**src/rtl/vend_controller_if.sv**
```systemverilog
// Handshake bundle for the ticket vending controller: selection bus from the
// button scanner, coin mechanism strobes, cancel, ticket/change strobes, status.
//   master : drives selection, coin and cancel; observes ticket/change/status
//   slave  : the controller itself
interface vend_controller_if;
   logic       sel_rdy;
   logic [7:0] sel_data;
   logic       sel_cmp;
   logic       coin_valid;
   logic [7:0] coin_val;
   logic       cancel;
   logic       ticket_go;
   logic [7:0] ticket_stn;
   logic       change_go;
   logic [7:0] change_amt;
   logic [7:0] credit;
   logic       busy;
   logic       err;
   logic       coin_rej;

   modport master (
      output sel_rdy, sel_data, sel_cmp, coin_valid, coin_val, cancel,
      input  ticket_go, ticket_stn, change_go, change_amt,
      input  credit, busy, err, coin_rej
   );

   modport slave (
      input  sel_rdy, sel_data, sel_cmp, coin_valid, coin_val, cancel,
      output ticket_go, ticket_stn, change_go, change_amt,
      output credit, busy, err, coin_rej
   );
endinterface

```
**src/rtl/vend_controller.sv**
```systemverilog
// Ticket vending controller: reads fee and station code from the selection
// bus, collects coins, prints the ticket and returns change or refunds.
// Ports: clk, rst (async, active-high), bus (vend_controller_if.slave).
// Optional macro VEND_TIMEOUT_EN: refund after TIMEOUT_CYCLES idle cycles
// in COLLECT; without it COLLECT only exits via payment or cancel.
module vend_controller #(
   parameter int unsigned TIMEOUT_CYCLES = 1024
) (
   input logic              clk,
   input logic              rst,
   vend_controller_if.slave bus
);

   typedef enum logic [2:0] {
      IDLE, FEE, STN, SYNC, COLLECT, DISPENSE, CHANGE, REFUND
   } state_t;

   state_t     state;
   logic [7:0] fee;
   logic [7:0] stn;
   logic [7:0] credit_q;
   logic       ticket_go_q;
   logic [7:0] ticket_stn_q;
   logic       change_go_q;
   logic [7:0] change_amt_q;
   logic       busy_q;
   logic       err_q;
   logic       coin_rej_q;

   logic [8:0] sum;
   logic [7:0] next_credit;
   logic       paid;
   logic       tmo_hit;

   // Credit as it would stand after this cycle's coin, saturating at 255.
   always_comb begin
      sum         = {1'b0, credit_q} + {1'b0, bus.coin_val};
      next_credit = credit_q;
      if (bus.coin_valid)
         next_credit = sum[8] ? 8'hFF : sum[7:0];
      paid = (next_credit >= fee);
   end

`ifdef VEND_TIMEOUT_EN
   localparam int unsigned TW =
      (TIMEOUT_CYCLES > 2) ? $clog2(TIMEOUT_CYCLES) : 1;
   logic [TW-1:0] tmo_cnt;
   assign tmo_hit = (32'(tmo_cnt) == TIMEOUT_CYCLES - 1);
`else
   assign tmo_hit = 1'b0;
`endif

   always_ff @(posedge clk or posedge rst) begin
      if (rst) begin
         state        <= IDLE;
         fee          <= 8'd0;
         stn          <= 8'd0;
         credit_q     <= 8'd0;
         ticket_go_q  <= 1'b0;
         ticket_stn_q <= 8'd0;
         change_go_q  <= 1'b0;
         change_amt_q <= 8'd0;
         busy_q       <= 1'b0;
         err_q        <= 1'b0;
         coin_rej_q   <= 1'b0;
`ifdef VEND_TIMEOUT_EN
         tmo_cnt      <= '0;
`endif
      end else begin
         ticket_go_q <= 1'b0;
         change_go_q <= 1'b0;
         err_q       <= 1'b0;
         coin_rej_q  <= bus.coin_valid && (state != COLLECT);
         unique case (state)
            IDLE: begin
               if (bus.sel_rdy) begin
                  state  <= FEE;
                  busy_q <= 1'b1;
               end
            end
            FEE: begin
               fee   <= bus.sel_data;
               state <= STN;
            end
            STN: begin
               stn   <= bus.sel_data;
               state <= SYNC;
            end
            SYNC: begin
               if (bus.sel_cmp) begin
                  if (fee == 8'd0) begin
                     err_q  <= 1'b1;
                     state  <= IDLE;
                     busy_q <= 1'b0;
                  end else begin
                     state <= COLLECT;
`ifdef VEND_TIMEOUT_EN
                     tmo_cnt <= '0;
`endif
                  end
               end else if (!bus.sel_rdy) begin
                  // Scanner dropped the selection before completing it.
                  err_q  <= 1'b1;
                  state  <= IDLE;
                  busy_q <= 1'b0;
               end
            end
            COLLECT: begin
               credit_q <= next_credit;
`ifdef VEND_TIMEOUT_EN
               if (bus.coin_valid)
                  tmo_cnt <= '0;
               else
                  tmo_cnt <= tmo_cnt + 1'b1;
`endif
               // Cancel beats payment; a same-cycle coin is refunded too.
               if (bus.cancel || (!bus.coin_valid && tmo_hit)) begin
                  state    <= REFUND;
                  credit_q <= 8'd0;
                  if (next_credit != 8'd0) begin
                     change_go_q  <= 1'b1;
                     change_amt_q <= next_credit;
                  end
               end else if (paid) begin
                  state        <= DISPENSE;
                  ticket_go_q  <= 1'b1;
                  ticket_stn_q <= stn;
               end
            end
            DISPENSE: begin
               credit_q <= 8'd0;
               if (credit_q > fee) begin
                  state        <= CHANGE;
                  change_go_q  <= 1'b1;
                  change_amt_q <= credit_q - fee;
               end else begin
                  state  <= IDLE;
                  busy_q <= 1'b0;
               end
            end
            CHANGE: begin
               state  <= IDLE;
               busy_q <= 1'b0;
            end
            REFUND: begin
               state  <= IDLE;
               busy_q <= 1'b0;
            end
            default: begin
               state  <= IDLE;
               busy_q <= 1'b0;
            end
         endcase
      end
   end

   assign bus.ticket_go  = ticket_go_q;
   assign bus.ticket_stn = ticket_stn_q;
   assign bus.change_go  = change_go_q;
   assign bus.change_amt = change_amt_q;
   assign bus.credit     = credit_q;
   assign bus.busy       = busy_q;
   assign bus.err        = err_q;
   assign bus.coin_rej   = coin_rej_q;

endmodule

```
**src/flat_wrapper.sv**
```systemverilog
// flat-port wrapper written by rule: the top's interface ports become plain ports
module vend_controller_flat 
#(
   parameter int unsigned TIMEOUT_CYCLES = 1024
)
  (clk, rst, bus_sel_rdy, bus_sel_data, bus_sel_cmp, bus_coin_valid, bus_coin_val, bus_cancel, bus_ticket_go, bus_ticket_stn, bus_change_go, bus_change_amt, bus_credit, bus_busy, bus_err, bus_coin_rej);
  vend_controller_if bus_i ();
  input logic clk;
  input logic rst;
  input wire logic [$bits(bus_i.sel_rdy)-1:0] bus_sel_rdy;
  input wire logic [$bits(bus_i.sel_data)-1:0] bus_sel_data;
  input wire logic [$bits(bus_i.sel_cmp)-1:0] bus_sel_cmp;
  input wire logic [$bits(bus_i.coin_valid)-1:0] bus_coin_valid;
  input wire logic [$bits(bus_i.coin_val)-1:0] bus_coin_val;
  input wire logic [$bits(bus_i.cancel)-1:0] bus_cancel;
  output wire logic [$bits(bus_i.ticket_go)-1:0] bus_ticket_go;
  output wire logic [$bits(bus_i.ticket_stn)-1:0] bus_ticket_stn;
  output wire logic [$bits(bus_i.change_go)-1:0] bus_change_go;
  output wire logic [$bits(bus_i.change_amt)-1:0] bus_change_amt;
  output wire logic [$bits(bus_i.credit)-1:0] bus_credit;
  output wire logic [$bits(bus_i.busy)-1:0] bus_busy;
  output wire logic [$bits(bus_i.err)-1:0] bus_err;
  output wire logic [$bits(bus_i.coin_rej)-1:0] bus_coin_rej;
  assign bus_i.sel_rdy = bus_sel_rdy;
  assign bus_i.sel_data = bus_sel_data;
  assign bus_i.sel_cmp = bus_sel_cmp;
  assign bus_i.coin_valid = bus_coin_valid;
  assign bus_i.coin_val = bus_coin_val;
  assign bus_i.cancel = bus_cancel;
  assign bus_ticket_go = bus_i.ticket_go;
  assign bus_ticket_stn = bus_i.ticket_stn;
  assign bus_change_go = bus_i.change_go;
  assign bus_change_amt = bus_i.change_amt;
  assign bus_credit = bus_i.credit;
  assign bus_busy = bus_i.busy;
  assign bus_err = bus_i.err;
  assign bus_coin_rej = bus_i.coin_rej;
  vend_controller #(.TIMEOUT_CYCLES(TIMEOUT_CYCLES)) u_core (.clk(clk), .rst(rst), .bus(bus_i));
endmodule
```
**config.mk**
```make
export PLATFORM = sky130hd
export DESIGN_NAME = vend_controller_flat
export DESIGN_NICKNAME = d
export VERILOG_FILES = /design/src/rtl/vend_controller_if.sv /design/src/rtl/vend_controller.sv /design/src/flat_wrapper.sv
export SDC_FILE = /design/constraint.sdc
export NUM_CORES = 1
export LEC_CHECK = 0
export ABC_AREA = 1
export BUFFER_PORTS_ARGS = -buffer_cell sky130_fd_sc_hd__clkbuf_2
export CELL_PAD_IN_SITES_DETAIL_PLACEMENT = 0
export CELL_PAD_IN_SITES_GLOBAL_PLACEMENT = 1
export CORE_ASPECT_RATIO = 0.9
export CORE_MARGIN = 8
export CORE_UTILIZATION = 44
export DETAILED_ROUTE_END_ITERATION = 8
export HOLD_SLACK_MARGIN = 0.06
export MAX_ROUTING_LAYER = met4
export PLACE_DENSITY_LB_ADDON = 0.3
export SLEW_MARGIN = 5
export SYNTH_ARGS = -nofsm -noshare
export SYNTH_HDL_FRONTEND = slang
export SYNTH_SLANG_ARGS = --single-unit
```
**constraint.sdc**
```tcl
create_clock -name clk -period 8.34 [get_ports clk]
set_input_delay 2.085 -clock clk [delete_from_list [all_inputs] [get_ports clk]]
set_output_delay 2.085 -clock clk [all_outputs]
set_load 0.02 [all_outputs]
```
==> report_table.html <==
<table>
<tr><th>Metric</th><th>Value</th></tr>
<tr><th colspan="2">Global routing</th></tr>
<tr><td>Total routing resource utilization after global routing</td><td>17.6%</td></tr>
<tr><td>Number of global-route vias before repair</td><td>2858</td></tr>
<tr><td>Total gr overflow</td><td>0</td></tr>
<tr><td>Most Crowded Layer GR</td><td>met2</td></tr>
<tr><td>Initial antenna violation count</td><td>0</td></tr>
<tr><td>M3 GR Usage</td><td>3.95%</td></tr>
<tr><td>Met1 track demand over resource</td><td>24.1%</td></tr>
<tr><td>Maximum number of pins on one net before global-route repair</td><td>49</td></tr>
<tr><td>Global-route wire length before repair</td><td>14000 µm</td></tr>
<tr><td>GRT met2 Usage</td><td>26.2%</td></tr>
<tr><th colspan="2">Layout</th></tr>
<tr><td>N_diodes</td><td>0</td></tr>
<tr><td>Synthesis-to-layout area growth</td><td>15.0%</td></tr>
<tr><td>Final-layout fill cell count</td><td>725</td></tr>
<tr><td>Count of non-filler cells in the finished layout</td><td>568</td></tr>
<tr><td>Multi-input gate area in the final layout</td><td>1650 µm²</td></tr>
<tr><td>Most frequent cells in the layout</td><td>143 x sky130_fd_sc_hd__nand2_1, 62 x sky130_fd_sc_hd__inv_1, 50 x sky130_fd_sc_hd__clkbuf_2, 48 x sky130_fd_sc_hd__dfrtp_1, 35 x sky130_fd_sc_hd__nand3_1</td></tr>
<tr><td>Layout cells sized above 1</td><td>16.2%</td></tr>
<tr><td>Share of the core filled with cells</td><td>51.5%</td></tr>
<tr><td>Finished Cell Area</td><td>3570 µm²</td></tr>
<tr><td>Most common library cell in the layout ignoring fill and taps</td><td>sky130_fd_sc_hd__nand2_1</td></tr>
<tr><td>Footprint of the flip-flops and latches</td><td>1200 µm²</td></tr>
<tr><td>Fin nets</td><td>521</td></tr>
<tr><th colspan="2">Synth</th></tr>
<tr><td>Multiplexer share of the synthesized area</td><td>0.322%</td></tr>
<tr><td>Area share of xor/xnor cells in the synthesized design</td><td>1.13%</td></tr>
<tr><td>Area fraction in compound gates after synthesis</td><td>8.90%</td></tr>
<tr><td>#FFs+latches synth</td><td>48</td></tr>
<tr><td>Count of different cell masters after synthesis</td><td>36</td></tr>
<tr><td>Leading post-synthesis cells by cell area</td><td>sky130_fd_sc_hd__dfrtp_1 39%, sky130_fd_sc_hd__nand2_1 17%, sky130_fd_sc_hd__ha_1 9.3%</td></tr>
<tr><td>Synthesized area per cell</td><td>7.40 µm²</td></tr>
<tr><td>Post-Synthesis Net Count</td><td>467</td></tr>
<tr><td>Synth Area in Simple Gates</td><td>32.3%</td></tr>
<tr><td>Post-synthesis cell type with the largest combined area</td><td>sky130_fd_sc_hd__dfrtp_1</td></tr>
<tr><td>Cell area after technology mapping</td><td>3110 µm²</td></tr>
<tr><td>Area share of the leading cell type in the synthesized netlist</td><td>38.7%</td></tr>
<tr><td>Synth Instances</td><td>420</td></tr>
<tr><td>Sequential-to-total area share from yosys stat</td><td>38.7%</td></tr>
<tr><td>Largest family of logic cells by synthesized area</td><td>simple AND/OR/NAND/NOR gates</td></tr>
<tr><td>Yosys warning total</td><td>0</td></tr>
<tr><td>Area share of fa/ha/maj cells after synthesis</td><td>10.6%</td></tr>
<tr><th colspan="2">Drt</th></tr>
<tr><td>Router iterations before antenna repair</td><td>5</td></tr>
<tr><td>Total vias in the final route</td><td>2834</td></tr>
<tr><td>Post-detailed-route count of antenna-violating nets</td><td>0</td></tr>
<tr><td>Total Wirelength</td><td>8140 µm</td></tr>
<tr><td>Initial DRC Count</td><td>179</td></tr>
<tr><td>DRC violation count after routing</td><td>0</td></tr>
<tr><td>Routed length per instance</td><td>14.3 µm</td></tr>
<tr><td>Vias per cell</td><td>4.99</td></tr>
<tr><th colspan="2">Pwr</th></tr>
<tr><td>Clock power frac</td><td>12.6%</td></tr>
<tr><td>Power density cells</td><td>396 nW/µm²</td></tr>
<tr><td>Max rail drop VDD</td><td>0.167 mV</td></tr>
<tr><td>Fraction of power spent switching nets</td><td>50.0%</td></tr>
<tr><td>Register share of total power</td><td>28.8%</td></tr>
<tr><td>Cell internal power dissipation</td><td>707 µW</td></tr>
<tr><td>Combinational share of power</td><td>58.6%</td></tr>
<tr><td>Leakage power figure</td><td>0.00202 µW</td></tr>
<tr><td>Sw power</td><td>707 µW</td></tr>
<tr><th colspan="2">Timing</th></tr>
<tr><td>Worst-case clock skew</td><td>0.0105 ns</td></tr>
<tr><td>Setup TNS</td><td>0 ns</td></tr>
<tr><td>Hold Fails Final Rpt</td><td>0</td></tr>
<tr><td>Portion of the clock cycle consumed by the worst path in the final layout</td><td>57.1%</td></tr>
<tr><td>Clock period minus worst slack</td><td>4.76 ns</td></tr>
<tr><td>Unrepaired setup endpoints after global routing</td><td>no</td></tr>
<tr><td>Number of max-slew violations in the final report</td><td>0</td></tr>
<tr><td>Tightest Pin Transition</td><td>1.00 ns</td></tr>
<tr><td>Maximum achievable frequency</td><td>210 MHz</td></tr>
<tr><td>Final setup viols</td><td>0</td></tr>
<tr><td>Rel. slew slack</td><td>33.0%</td></tr>
<tr><th colspan="2">CTS</th></tr>
<tr><td>Clock tree root driver cell</td><td>sky130_fd_sc_hd__clkbuf_8</td></tr>
<tr><td>Post-cts gate resize count</td><td>0</td></tr>
<tr><td>Clock Sinks</td><td>48</td></tr>
<tr><td>TritonCTS clock tree</td><td>yes</td></tr>
<tr><td>CTS H-tree depth</td><td>2</td></tr>
<tr><td>Number of buffers inserted to repair setup after CTS</td><td>0</td></tr>
<tr><td>Buffer levels on the longest clock path</td><td>2</td></tr>
<tr><td>Clock slew at the register clock pins of the worst setup and hold paths</td><td>0.09 ns</td></tr>
<tr><td>Clock network latency to the later pin of the worst-skew pair</td><td>0.31 ns</td></tr>
<tr><td>Cts-stage hold buffer count</td><td>0</td></tr>
<tr><td>Number of buffers added by the clock tree synthesis step</td><td>5</td></tr>
<tr><th colspan="2">Worst hold path</th></tr>
<tr><td>Worst Hold Class</td><td>reg2reg</td></tr>
<tr><th colspan="2">Floorplan</th></tr>
<tr><td>Horiz. Die Dim</td><td>105 µm</td></tr>
<tr><td>Area of the core region</td><td>6930 µm²</td></tr>
<tr><td>Die Area</td><td>10000 µm²</td></tr>
<tr><td>Height of the die</td><td>95.7 µm</td></tr>
<tr><td>Starting utilization of the core area</td><td>44.8%</td></tr>
<tr><td>Top Ports</td><td>51</td></tr>
<tr><td>Count of standard-cell rows</td><td>29</td></tr>
<tr><th colspan="2">Critical path</th></tr>
<tr><td>Nature of the critical path endpoint</td><td>flop</td></tr>
<tr><td>Worst EP arrival</td><td>4.96 ns</td></tr>
<tr><td>Largest driver fanout on the critical path</td><td>9</td></tr>
<tr><td>Setup slack of the worst register-to-register path</td><td>4.96 ns</td></tr>
<tr><td>Setup crit start kind</td><td>input pin</td></tr>
<tr><td>Worst setup path category</td><td>in2reg</td></tr>
<tr><td>Data required, critical path</td><td>8.54 ns</td></tr>
<tr><th colspan="2">Placement</th></tr>
<tr><td>Placer Congestion</td><td>0.929</td></tr>
<tr><td>Number of buffers added on ports</td><td>50</td></tr>
<tr><td>HPWL reported at the end of detailed placement</td><td>6540 µm</td></tr>
<tr><td>Area after detailed placement</td><td>3460 µm²</td></tr>
<tr><td>Post-placement cell count</td><td>560</td></tr>
<tr><th colspan="2">Job</th></tr>
<tr><td>Number of max-capacitance violations reported</td><td>0</td></tr>
<tr><th colspan="2">Run status</th></tr>
<tr><td>Run status</td><td>complete, no violations</td></tr>
</table>
## cell usage after synthesis
cell / instances
sky130_fd_sc_hd__nand2_1: 143
sky130_fd_sc_hd__inv_1: 63
sky130_fd_sc_hd__dfrtp_1: 48
sky130_fd_sc_hd__nand3_1: 35
sky130_fd_sc_hd__ha_1: 23
sky130_fd_sc_hd__o21ai_0: 21
sky130_fd_sc_hd__nor2_1: 18
sky130_fd_sc_hd__a21oi_1: 12
sky130_fd_sc_hd__o22ai_1: 7
sky130_fd_sc_hd__nand2_2: 6
sky130_fd_sc_hd__nor3_1: 6
sky130_fd_sc_hd__nand4_1: 5
sky130_fd_sc_hd__nor2_2: 3
sky130_fd_sc_hd__xnor2_1: 3
sky130_fd_sc_hd__fa_1: 2
sky130_fd_sc_hd__nand2_4: 2
sky130_fd_sc_hd__nand3b_1: 2
sky130_fd_sc_hd__o211ai_1: 2
sky130_fd_sc_hd__o21ai_2: 2
sky130_fd_sc_hd__a211oi_1: 1
sky130_fd_sc_hd__a21boi_1: 1
sky130_fd_sc_hd__a22oi_1: 1
sky130_fd_sc_hd__buf_2: 1
sky130_fd_sc_hd__buf_4: 1
sky130_fd_sc_hd__clkbuf_1: 1
sky130_fd_sc_hd__mux2i_1: 1
sky130_fd_sc_hd__nand3_2: 1
sky130_fd_sc_hd__nand3_4: 1
sky130_fd_sc_hd__nor2_4: 1
sky130_fd_sc_hd__nor3_2: 1
sky130_fd_sc_hd__nor3b_1: 1
sky130_fd_sc_hd__o21a_1: 1
sky130_fd_sc_hd__o21ai_1: 1
sky130_fd_sc_hd__or2_1: 1
sky130_fd_sc_hd__or2_2: 1
sky130_fd_sc_hd__xor2_1: 1
## layer usage
metal | vias up | routed length [µm]
li1 | 1454 | -
met1 | 1305 | 4250
met5 | - | 0
met3 | 7 | 357
met2 | 68 | 3460
met4 | 0 | 67
## cell families after synthesis
family          count (synthesis)
simple gates                  227
compound gates                 49
xor+xnor                        4
mux                             1
buf+inv                        66
flops                          48
fa+ha+maj                      25
## per-stage QoR
step,total power [µW],hold WS (ns),worst slack [ns]
2_1_floorplan,1010,0.443,3.79
3_3_place_gp,1230,0.453,3.41
3_5_place_dp,1240,0.458,3.28
4_1_cts,1420,0.482,3.59
5_1_grt,1560,0.501,3.20
6_report,1410,0.477,3.58
## layout make-up
| class | instances | area share [%] |
|---|---|---|
| timing repair buffer | 50 | 7.01 |
| clock inverter | 3 | 1.30 |
| clock buffer | 5 | 1.93 |
| inverter | 63 | 6.62 |
| tap | 93 | 3.26 |
| sequential | 48 | 33.6 |
| multi-input combinational | 306 | 46.3 |
## critical path: stages
cell and delay, ns:
sky130_fd_sc_hd__clkbuf_2 0.08, sky130_fd_sc_hd__ha_1 0.21, sky130_fd_sc_hd__fa_1 0.45, sky130_fd_sc_hd__nand2_1 0.10, sky130_fd_sc_hd__nand2_1 0.08, sky130_fd_sc_hd__nand3_2 0.08
sky130_fd_sc_hd__nand2_1 0.09, sky130_fd_sc_hd__nand2_4 0.11, sky130_fd_sc_hd__nand2_2 0.05, sky130_fd_sc_hd__o21ai_1 0.15, sky130_fd_sc_hd__inv_1 0.11, sky130_fd_sc_hd__ha_1 0.27
sky130_fd_sc_hd__o21ai_0 0.08, sky130_fd_sc_hd__nand2_1 0.08, sky130_fd_sc_hd__nand2_1 0.05, sky130_fd_sc_hd__nand3_1 0.08, sky130_fd_sc_hd__nand2_1 0.06, sky130_fd_sc_hd__nand2_1 0.05
sky130_fd_sc_hd__nand2_1 0.06, sky130_fd_sc_hd__nand2_1 0.25, sky130_fd_sc_hd__nand2_2 0.20, sky130_fd_sc_hd__nand2_1 0.13, sky130_fd_sc_hd__nand2_1 0.06
## power groups by stage
stage	combinational, µW	sequential, µW	clock, µW
floorplan	547	463	0
global placement	821	409	0
detailed placement	827	412	0
CTS	830	408	181
global route	952	422	190
finish	828	408	178
## flip-flops by register name, indices dropped and copies added, names as in the netlist
name	flops
u_core.bus.busy	1
u_core.bus.change_amt	8
u_core.bus.credit	8
u_core.state	3
u_core.bus.coin_rej	1
u_core.bus.change_go	1
u_core.bus.err	1
u_core.bus.ticket_stn	8
u_core.stn	8
u_core.fee	8
u_core.bus.ticket_go	1
## path summary, 6_finish.rpt
check | end | from | cells past startpoint
worst max-delay path | u_core.bus.ticket_stn[2] | bus_coin_val[0] | 23
worst min-delay path | u_core.bus.change_amt[1] | u_core.bus.change_amt[1] | 2
worst max register to register | u_core.bus.ticket_stn[2] | u_core.bus.credit[0] | 22
worst min register to register | u_core.bus.change_amt[1] | u_core.bus.change_amt[1] | 2
max in group asynchronous | u_core.bus.credit[0] | rst | 2
min in group asynchronous | u_core.bus.change_go | rst | 2
Note: power is estimated with default switching activity, not from simulation.
